`src/rtl/diff_sym_demapper_if.sv`:
```
// Stream bundle for the demapper: symbol input stream and packed byte output stream.
// slave  = demapper side (consumes symbols, produces bytes)
// master = upstream/downstream side (produces symbols, consumes bytes)
interface diff_sym_demapper_if;
  logic        in_valid;
  logic        in_ready;
  logic [31:0] in_data;
  logic        in_last;
  logic        out_valid;
  logic        out_ready;
  logic [7:0]  out_data;
  logic        out_last;
  logic [3:0]  out_nbits;

  modport slave (
    input  in_valid, in_data, in_last, out_ready,
    output in_ready, out_valid, out_data, out_last, out_nbits
  );

  modport master (
    output in_valid, in_data, in_last, out_ready,
    input  in_ready, out_valid, out_data, out_last, out_nbits
  );
endinterface

```
`src/rtl/diff_sym_demapper.sv`:
```
// Hard-decision DBPSK/DQPSK demapper and MSB-first bit packer.
// Slices each Q1.15 {I,Q} increment to 1 bit or a Gray dibit and packs bits into
// bytes; TLAST flushes a partial byte. Single-stage output register.
module diff_sym_demapper (
  input  logic                  clk_bb,
  input  logic                  rst_n,
  input  logic                  enable,
  input  logic                  clr,
  input  logic [2:0]            mode,
  diff_sym_demapper_if.slave    s,
  output logic [31:0]           sym_cnt
);

  logic [7:0]  r_shreg;
  logic [3:0]  r_bit_cnt;
  logic        r_byte_qpsk;
  logic        r_out_valid;
  logic [7:0]  r_out_data;
  logic        r_out_last;
  logic [3:0]  r_out_nbits;
  logic [31:0] r_sym_cnt;

  logic        w_start;
  logic        w_qpsk;
  logic [3:0]  w_bps;
  logic [3:0]  w_nbits;
  logic        w_completes;
  logic        w_accept;
  logic        w_drain;
  logic [15:0] w_i;
  logic [15:0] w_q;
  logic [16:0] w_i_ext;
  logic [16:0] w_q_ext;
  logic [16:0] w_abs_i;
  logic [16:0] w_abs_q;
  logic [1:0]  w_dibit;
  logic [7:0]  w_sym_bits;
  logic [7:0]  w_base;
  logic [7:0]  w_shreg_next;

  // Bits-per-symbol come from the live mode only at a byte boundary; mid-byte the
  // latched byte mode holds so a mode change never splits a byte.
  assign w_start     = (r_bit_cnt == 4'd0);
  assign w_qpsk      = w_start ? (mode == 3'd1) : r_byte_qpsk;
  assign w_bps       = w_qpsk ? 4'd2 : 4'd1;
  assign w_nbits     = r_bit_cnt + w_bps;
  assign w_completes = (w_nbits >= 4'd8) | s.in_last;

  // Readiness never looks at in_data; only a byte-completing symbol can be blocked.
  assign s.in_ready = rst_n & enable & ~clr & (~w_completes | ~r_out_valid | s.out_ready);
  assign w_accept   = s.in_valid & s.in_ready;
  assign w_drain    = r_out_valid & s.out_ready;

  // 17-bit magnitudes so -32768 becomes +32768 without saturating.
  assign w_i     = s.in_data[31:16];
  assign w_q     = s.in_data[15:0];
  assign w_i_ext = {w_i[15], w_i};
  assign w_q_ext = {w_q[15], w_q};
  assign w_abs_i = w_i[15] ? (17'd0 - w_i_ext) : w_i_ext;
  assign w_abs_q = w_q[15] ? (17'd0 - w_q_ext) : w_q_ext;

  // Slice the symbol into its bits, left-justified so they can be shifted into place.
  always_comb begin
    w_dibit    = 2'b00;
    w_sym_bits = 8'h00;
    if (w_qpsk) begin
      if (w_abs_i >= w_abs_q) w_dibit = w_i[15] ? 2'b11 : 2'b00;
      else                    w_dibit = w_q[15] ? 2'b10 : 2'b01;
      w_sym_bits = {w_dibit, 6'b0};
    end else begin
      w_sym_bits = {w_i[15], 7'b0};
    end
  end

  assign w_base       = w_start ? 8'h00 : r_shreg;
  assign w_shreg_next = w_base | (w_sym_bits >> r_bit_cnt);

  // Packer, output register and symbol counter.
  always_ff @(posedge clk_bb) begin
    if (!rst_n || clr) begin
      r_shreg     <= 8'h00;
      r_bit_cnt   <= 4'd0;
      r_byte_qpsk <= 1'b0;
      r_out_valid <= 1'b0;
      r_out_data  <= 8'h00;
      r_out_last  <= 1'b0;
      r_out_nbits <= 4'd0;
      r_sym_cnt   <= 32'd0;
    end else begin
      if (w_accept) begin
        r_sym_cnt <= r_sym_cnt + 32'd1;
        if (w_start) r_byte_qpsk <= w_qpsk;
        if (w_completes) begin
          r_shreg   <= 8'h00;
          r_bit_cnt <= 4'd0;
        end else begin
          r_shreg   <= w_shreg_next;
          r_bit_cnt <= w_nbits;
        end
      end
      if (w_accept && w_completes) begin
        r_out_valid <= 1'b1;
        r_out_data  <= w_shreg_next;
        r_out_last  <= s.in_last;
        r_out_nbits <= w_nbits;
      end else if (w_drain) begin
        r_out_valid <= 1'b0;
      end
    end
  end

  assign s.out_valid = r_out_valid;
  assign s.out_data  = r_out_data;
  assign s.out_last  = r_out_last;
  assign s.out_nbits = r_out_nbits;
  assign sym_cnt     = r_sym_cnt;

endmodule

```
`src/flat_wrapper.sv`:
```
// flat-port wrapper written by rule: the top's interface ports become plain ports
module diff_sym_demapper_flat 
  (clk_bb, rst_n, enable, clr, mode, sym_cnt, s_in_valid, s_in_data, s_in_last, s_out_ready, s_in_ready, s_out_valid, s_out_data, s_out_last, s_out_nbits);
  diff_sym_demapper_if s_i ();
  input  logic clk_bb;
  input  logic rst_n;
  input  logic enable;
  input  logic clr;
  input  logic [2:0] mode;
  output logic [31:0] sym_cnt;
  input wire logic [$bits(s_i.in_valid)-1:0] s_in_valid;
  input wire logic [$bits(s_i.in_data)-1:0] s_in_data;
  input wire logic [$bits(s_i.in_last)-1:0] s_in_last;
  input wire logic [$bits(s_i.out_ready)-1:0] s_out_ready;
  output wire logic [$bits(s_i.in_ready)-1:0] s_in_ready;
  output wire logic [$bits(s_i.out_valid)-1:0] s_out_valid;
  output wire logic [$bits(s_i.out_data)-1:0] s_out_data;
  output wire logic [$bits(s_i.out_last)-1:0] s_out_last;
  output wire logic [$bits(s_i.out_nbits)-1:0] s_out_nbits;
  assign s_i.in_valid = s_in_valid;
  assign s_i.in_data = s_in_data;
  assign s_i.in_last = s_in_last;
  assign s_i.out_ready = s_out_ready;
  assign s_in_ready = s_i.in_ready;
  assign s_out_valid = s_i.out_valid;
  assign s_out_data = s_i.out_data;
  assign s_out_last = s_i.out_last;
  assign s_out_nbits = s_i.out_nbits;
  diff_sym_demapper u_core (.clk_bb(clk_bb), .rst_n(rst_n), .enable(enable), .clr(clr), .mode(mode), .s(s_i), .sym_cnt(sym_cnt));
endmodule
```
`config.mk`:
```
export PLATFORM = sky130hd
export DESIGN_NAME = diff_sym_demapper_flat
export DESIGN_NICKNAME = d
export VERILOG_FILES = /design/src/rtl/diff_sym_demapper_if.sv /design/src/rtl/diff_sym_demapper.sv /design/src/flat_wrapper.sv
export SDC_FILE = /design/constraint.sdc
export NUM_CORES = 1
export LEC_CHECK = 0
export ABC_AREA = 1
export BUFFER_PORTS_ARGS = -buffer_cell sky130_fd_sc_hd__buf_2
export CAP_MARGIN = 15
export CORE_ASPECT_RATIO = 0.9
export CORE_MARGIN = 1.5
export CORE_UTILIZATION = 45
export CTS_CLUSTER_DIAMETER = 100
export DETAILED_ROUTE_END_ITERATION = 8
export GPL_TIMING_DRIVEN = 0
export PLACE_DENSITY = 0.79
export SYNTH_ARGS = -nofsm -noshare
export SYNTH_HDL_FRONTEND = slang
export SYNTH_SLANG_ARGS = --single-unit
```
`constraint.sdc`:
```
create_clock -name clk_bb -period 5.35 [get_ports clk_bb]
set_input_delay 0.535 -clock clk_bb [delete_from_list [all_inputs] [get_ports clk_bb]]
set_output_delay 0.535 -clock clk_bb [all_outputs]
set_load 0.02 [all_outputs]
```
== Word level (Yosys, flattened, before mapping) ==
Cells that the tools add are included.

* Bits in registers: 59
* Latch bits: 0
* Memory bits (writable): 0
* Bits in read-only memories: 0
* Output and inout bits: 47
* Word-level logic and storage cells: 47
* Memories: 0

* Add/subtract/negate cells: 4
* $mul: 0
* Div/mod/pow operators: 0
* $lt $le $gt $ge: 2
* Eq/ne operators: 1
* Shift operators: 1
* Mux-type cells: 13
* Bitwise logic cells: 12
* Reduce and logical (&&, ||, !) cells: 6

{| class="wikitable"
|+ Operators by type and width
! kind !! number
|-
| 17-bit 2-to-1 mux || 2
|-
| 1-bit by 16-bit subtractor with 17-bit output, first input constant || 2
|-
| 32-bit by 1-bit adder with 32-bit output, second input constant || 1
|-
| 8-bit 2-to-1 mux || 3
|-
| 17-bit greater-or-equal comparator || 1
|-
| 2-bit 2-to-1 mux || 4
|-
| 8-bit OR || 1
|-
| 8-bit by 4-bit right shift with 8-bit output || 1
|-
| 1-bit AND || 5
|-
| 4-bit adder || 1
|-
| 4-bit greater-or-equal comparator, second input constant || 1
|-
| 4-bit zero test || 1
|-
| 4-bit 2-to-1 mux || 1
|-
| 3-bit by 1-bit == test with 1-bit output, second input constant || 1
|-
| 1-bit 2-to-1 mux || 3
|-
| 1-bit inverter || 3
|-
| 1-bit OR || 3
|-
| 2-bit AND reduction || 1
|-
| 2-bit nonzero test || 1
|-
| 1-bit logical AND || 1
|-
| 1-bit zero test || 1
|-
| 1-bit logical OR || 1
|}

== Longest topological paths before layout ==
* Depth in word-level cells: 13
* Mapped depth: 26
* Mapped depth without buffers: 26

== Worst setup path before layout ==
OpenSTA, ideal clock, no wires.

* Path kind: input to register
* Start: input port s_in_data[16]
* End: register u_core.r_out_data[5] (netlist: u_core.s.out_data[5])
* Setup time: 0.114 ns
* Arrival time: 3.173 ns
* Setup slack: 2.063 ns
* Stages on the path: 26
* Path through: inv_1 ha_1 inv_1 nor3_1 nor3b_1 nand2_1 o31ai_1 nand2_1 xor2_1 ha_1 nand2_1 inv_1 nand2_1 nand2_1 nand2_1 nand2_1 nor2_1 nand3_1 nand2_1 nand2_1 nand3_1 nand2_1 nand2_1 nand2_1 o21bai_1 inv_1

* Word-level cells in the longest chain between the ends: 7

{| class="wikitable"
|+ Ends and longest elaborated chain
! what !! line !! text
|-
| start: declaration || flat_wrapper.sv:12 || <nowiki>input wire logic [$bits(s_i.in_data)-1:0] s_in_data;</nowiki>
|-
| 1-bit by 16-bit subtractor with 17-bit output || diff_sym_demapper.sv:59 || <nowiki>assign w_abs_i = w_i[15] ? (17'd0 - w_i_ext) : w_i_ext;</nowiki>
|-
| 17-bit 2-to-1 mux (*) || diff_sym_demapper.sv:59 ||
|-
| 17-bit greater-or-equal comparator (*) || diff_sym_demapper.sv:67 || <nowiki>if (w_abs_i >= w_abs_q) w_dibit = w_i[15] ? 2'b11 : 2'b00;</nowiki>
|-
| 2-bit 2-to-1 mux (*) || diff_sym_demapper.sv:67 ||
|-
| 8-bit 2-to-1 mux (*) || diff_sym_demapper.sv:66 || <nowiki>if (w_qpsk) begin</nowiki>
|-
| 8-bit by 4-bit right shift with 8-bit output (*) || diff_sym_demapper.sv:76 || <nowiki>assign w_shreg_next = w_base | (w_sym_bits >> r_bit_cnt);</nowiki>
|-
| 8-bit OR (*) || diff_sym_demapper.sv:76 ||
|-
| end signal: assignment || diff_sym_demapper.sv:103 || <nowiki>r_out_data <= w_shreg_next;</nowiki>
|-
| end: declaration || diff_sym_demapper.sv:18 || <nowiki>logic [7:0] r_out_data;</nowiki>
|}

Every way passes the cells marked *; elsewhere a longest branch is shown, timed or not.
A chain may end at the register's enable or synchronous reset.

== Final worst setup path ==
* Start: input port s_in_data[16]
* End: register u_core.r_shreg[4]

* Word-level cells in the longest chain between the ends: 8

{| class="wikitable"
|+ Ends and longest elaborated chain
! what !! line !! text
|-
| 1-bit by 16-bit subtractor with 17-bit output || diff_sym_demapper.sv:59 ||
|-
| 17-bit 2-to-1 mux (*) || diff_sym_demapper.sv:59 ||
|-
| 17-bit greater-or-equal comparator (*) || diff_sym_demapper.sv:67 ||
|-
| 2-bit 2-to-1 mux (*) || diff_sym_demapper.sv:67 ||
|-
| 8-bit 2-to-1 mux (*) || diff_sym_demapper.sv:66 ||
|-
| 8-bit by 4-bit right shift with 8-bit output (*) || diff_sym_demapper.sv:76 ||
|-
| 8-bit OR (*) || diff_sym_demapper.sv:76 ||
|-
| 8-bit 2-to-1 mux (*) || diff_sym_demapper.sv:93 || <nowiki>if (w_completes) begin</nowiki>
|-
| end signal: assignment || diff_sym_demapper.sv:97 || <nowiki>r_shreg <= w_shreg_next;</nowiki>
|-
| end: declaration || diff_sym_demapper.sv:14 || <nowiki>logic [7:0] r_shreg;</nowiki>
|}

Marks and branches as above.

==> metrics <==
Die H 95.2 um; Yosys cell types 41; Chip Width 105 um; Post-Synth Simple-Gate Area 34.6%; cell leakage power 2.25 nW; synth top area cells dfxtp_1, nand2_1, inv_1; Yosys reg bits 59; worst setup margin 1.66 ns; Net Sw Power 278 uW; share of cells above drive strength 1 18.5%; most used cell, CP nand2_1; Avg WL per Cell 13.4 um; Setup Viol. Count Final 0; core area 9130 um^2; vias in the first global route 4272; main combinational cell family by area after synthesis simple AND/OR/NAND/NOR gates; status finished, final reports clean; Final ANT Viol Nets 0; Setup Skew 0.0109 ns; TritonCTS clock tree built; Least-Margin Pin Slew 0.755 ns; cts hold-fix bufs 0; Fillers 882; Worst path slowest cell o31ai_1; die area 10000 um^2; Period minus WS final 3.69 ns; DP HPWL 9.20 mm; Final Hold Vio Count 0; Max VDD drop 151 uV; asr flop ratio synth 0%; starting density of the core 46.5%; # DRC 0; initial antenna violation count 0; Num CTS Buffers 9; Synth area leader dfxtp_1; Critical Path Source Type primary input; Synth Flop Type dfxtp_1; top cell type's share of synthesized area 27.8%; NumNets Final 806; Syn Inst Count 643; share of total power in combinational logic 15.3%; post-place setup slack 1.38 ns; Syn Nets 708; Synth Area in XOR/XNOR 8.84%; CTS Buffer Depth 2; Worst-path clk slew 0.06 ns; Setup CP Type primary input to flop; CP Cell Sequence buf_2, inv_1, ha_1, inv_1, nor3_1, nor3b_1, nand2_1, o31ai_1, nand2_1, xor2_1, ha_1, nand2_1, inv_1, nand2_1, nand2_1, nand2_1, nand2_1, nor2_1, nand4_1, nand3_1, nand4_1, nand2_1, nand2_1, a21oi_1; CP Max Fanout 4; via-per-instance ratio 5.20; Pre-Repair DR Iteration Count 5; Worst slew margin 49.2%; post-synthesis sequential area ratio 27.8%; first-pass GRT wire length 19.1 mm; global route total overflow 0; # diodes 0; sw frac 27.0%; Post-CTS Setup Bufs 0; max-cap violations 0; clock root buffer clkbuf_8; clk_lat worst skew 0.35 ns; synthesized area per cell 6.60 um^2; Global Route Usage Sum 23.8%; Num Clock Sinks 59; placed insts 852; PD cells 204 nW/um^2; area added between synthesis and finish 18.9%; Worst Path Arrival 3.96 ns; setup TNS 0 ns; drt total wl 11.6 mm; Slew Limit Fails 0; CP Capture Type flop; most frequent cells in the layout nand2_1, buf_2, inv_1; Max stage delay on crit path 0.45 ns; vias 4511; number of synthesized flops with an enable pin 0; most common cell after layout, fill and taps aside nand2_1; sequential power share 42.7%; Final Wtd Congestion 0.966; IO Count 89; Post-CTS Resized 0; Max H-tree Level 3; Int Pwr 753 uW; mux cell area share after synthesis 0%; Synth Cell Area 4250 um^2; Cell Rows 33; Final period util 69.0%; largest net degree at the start of global routing 11; DRT iter0 DRCs 295; CP required 5.62 ns; RSZ-0062 raised after global routing false; Synth Area in Compound Gates 12.0%; Post-Synth Adder-Cell Area 6.95%; Post-Layout Cell Count 868; Worst Hold Class primary input to flop; count of input and output buffers 87; top achievable clock speed 271 MHz; Clk pwr share 41.9%; Synth warnings 0
==> per-layer routing <==
layer / global-route usage (%) / wire, um / up-vias
li1: - / - / 2273
met3: 4.65 / 757 / 22
met1: 30.5 / 5410 / 2034
met4: 8.33 / 243 / 0
met2: 40.2 / 5230 / 182
met5: 0 / 0 / -
==> power by group through the flow <==
stage	combinational [mW]	clock (mW)	sequential, mW
3_3_place_gp	0.146	0	0.451
4_1_cts	0.157	0.438	0.441
5_1_grt	0.180	0.460	0.441
6_report	0.158	0.432	0.441
2_1_floorplan	0.104	0	0.452
3_5_place_dp	0.156	0	0.451
==> registers in the layout, indices dropped and copies added (netlist names) <==
name	flops
u_core.r_shreg	8
u_core.s.out_last	1
u_core.s.out_nbits	4
u_core.sym_cnt	32
u_core.s.out_valid	1
u_core.r_byte_qpsk	1
u_core.s.out_data	8
u_core.r_bit_cnt	4
==> cells by family (layout without fill, tap and decap cells) <==
kind of cell	Yosys count	after routing
xor gates and xnor gates	42	42
adders and majority gates	23	23
AOI/OAI and AO/OA	93	93
buffers and inverters	101	204
DFF	59	59
and+or+nand+nor	323	323
other	2	2
==> path summary, 6_finish.rpt <==
check | cells after the start | from | slack [ns] | to
worst min register to register | 2 | u_core.r_shreg[2] | 0.47 | u_core.r_shreg[2]
worst max-delay path | 24 | s_in_data[16] | 1.66 | u_core.r_shreg[4]
worst min-delay path | 3 | s_in_last | 0.46 | u_core.s.out_last
worst max register to register | 18 | u_core.r_bit_cnt[0] | 2.36 | u_core.sym_cnt[5]
==> layout make-up <==
class                           count  area [um^2]  share of cell area, %
Buffer                             16         87.6                   1.74
Clock inverter                      4         47.5                  0.942
Clock buffer                       12          165                   3.27
Tap cell                          122          153                   3.02
Multi-Input combinational cell    483         2660                   52.7
Sequential cell                    59         1180                   23.4
Inverter                           85          319                   6.32
Timing Repair Buffer               87          435                   8.63
==> stage by stage <==
step	cell area, um^2	total power, mW	utilization, %	hold WS, ns
2_1_floorplan	4250	0.556	-	0.441
3_3_place_gp	4830	0.597	53.0	0.451
3_5_place_dp	4830	0.607	53.0	0.457
4_1_cts	5050	1.04	55.3	0.449
5_1_grt	5050	1.08	55.3	0.465
6_report	5050	1.03	55.3	0.460
==> cells in the mapped netlist, types with 2 or more instances <==
library cell and count:
clkbuf_1 7, or2_2 2, ha_1 22, buf_4 2, nor2_1 56, nor2_2 3, xor2_1 22, a21o_1 2
buf_6 2, o31ai_1 4, inv_2 5, inv_1 79, nand3_1 19, nor3b_1 3, nor2_4 4, nand2_2 3
o21ai_0 26, xnor2_1 19, o21bai_1 8, a21oi_1 48, conb_1 2, a211oi_1 2, nor4_1 7, nor3_1 23
nand2_1 173, buf_2 4, nor3_2 4, nand3_4 2, nand4_1 19, dfxtp_1 59, nand3_2 2
==> worst max-delay path, delay by kind of cell <==
| kind | cells | cell delay [ns] |
|---|---|---|
| AND/OR/NAND/NOR | 15 | 1.95 |
| AO/OA/AOI/OAI | 2 | 0.56 |
| adder cells (fa/ha/maj) | 2 | 0.47 |
| XOR/XNOR | 1 | 0.17 |
| buffers and inverters | 4 | 0.28 |
No activity file was read; power rests on OpenSTA's default activity.
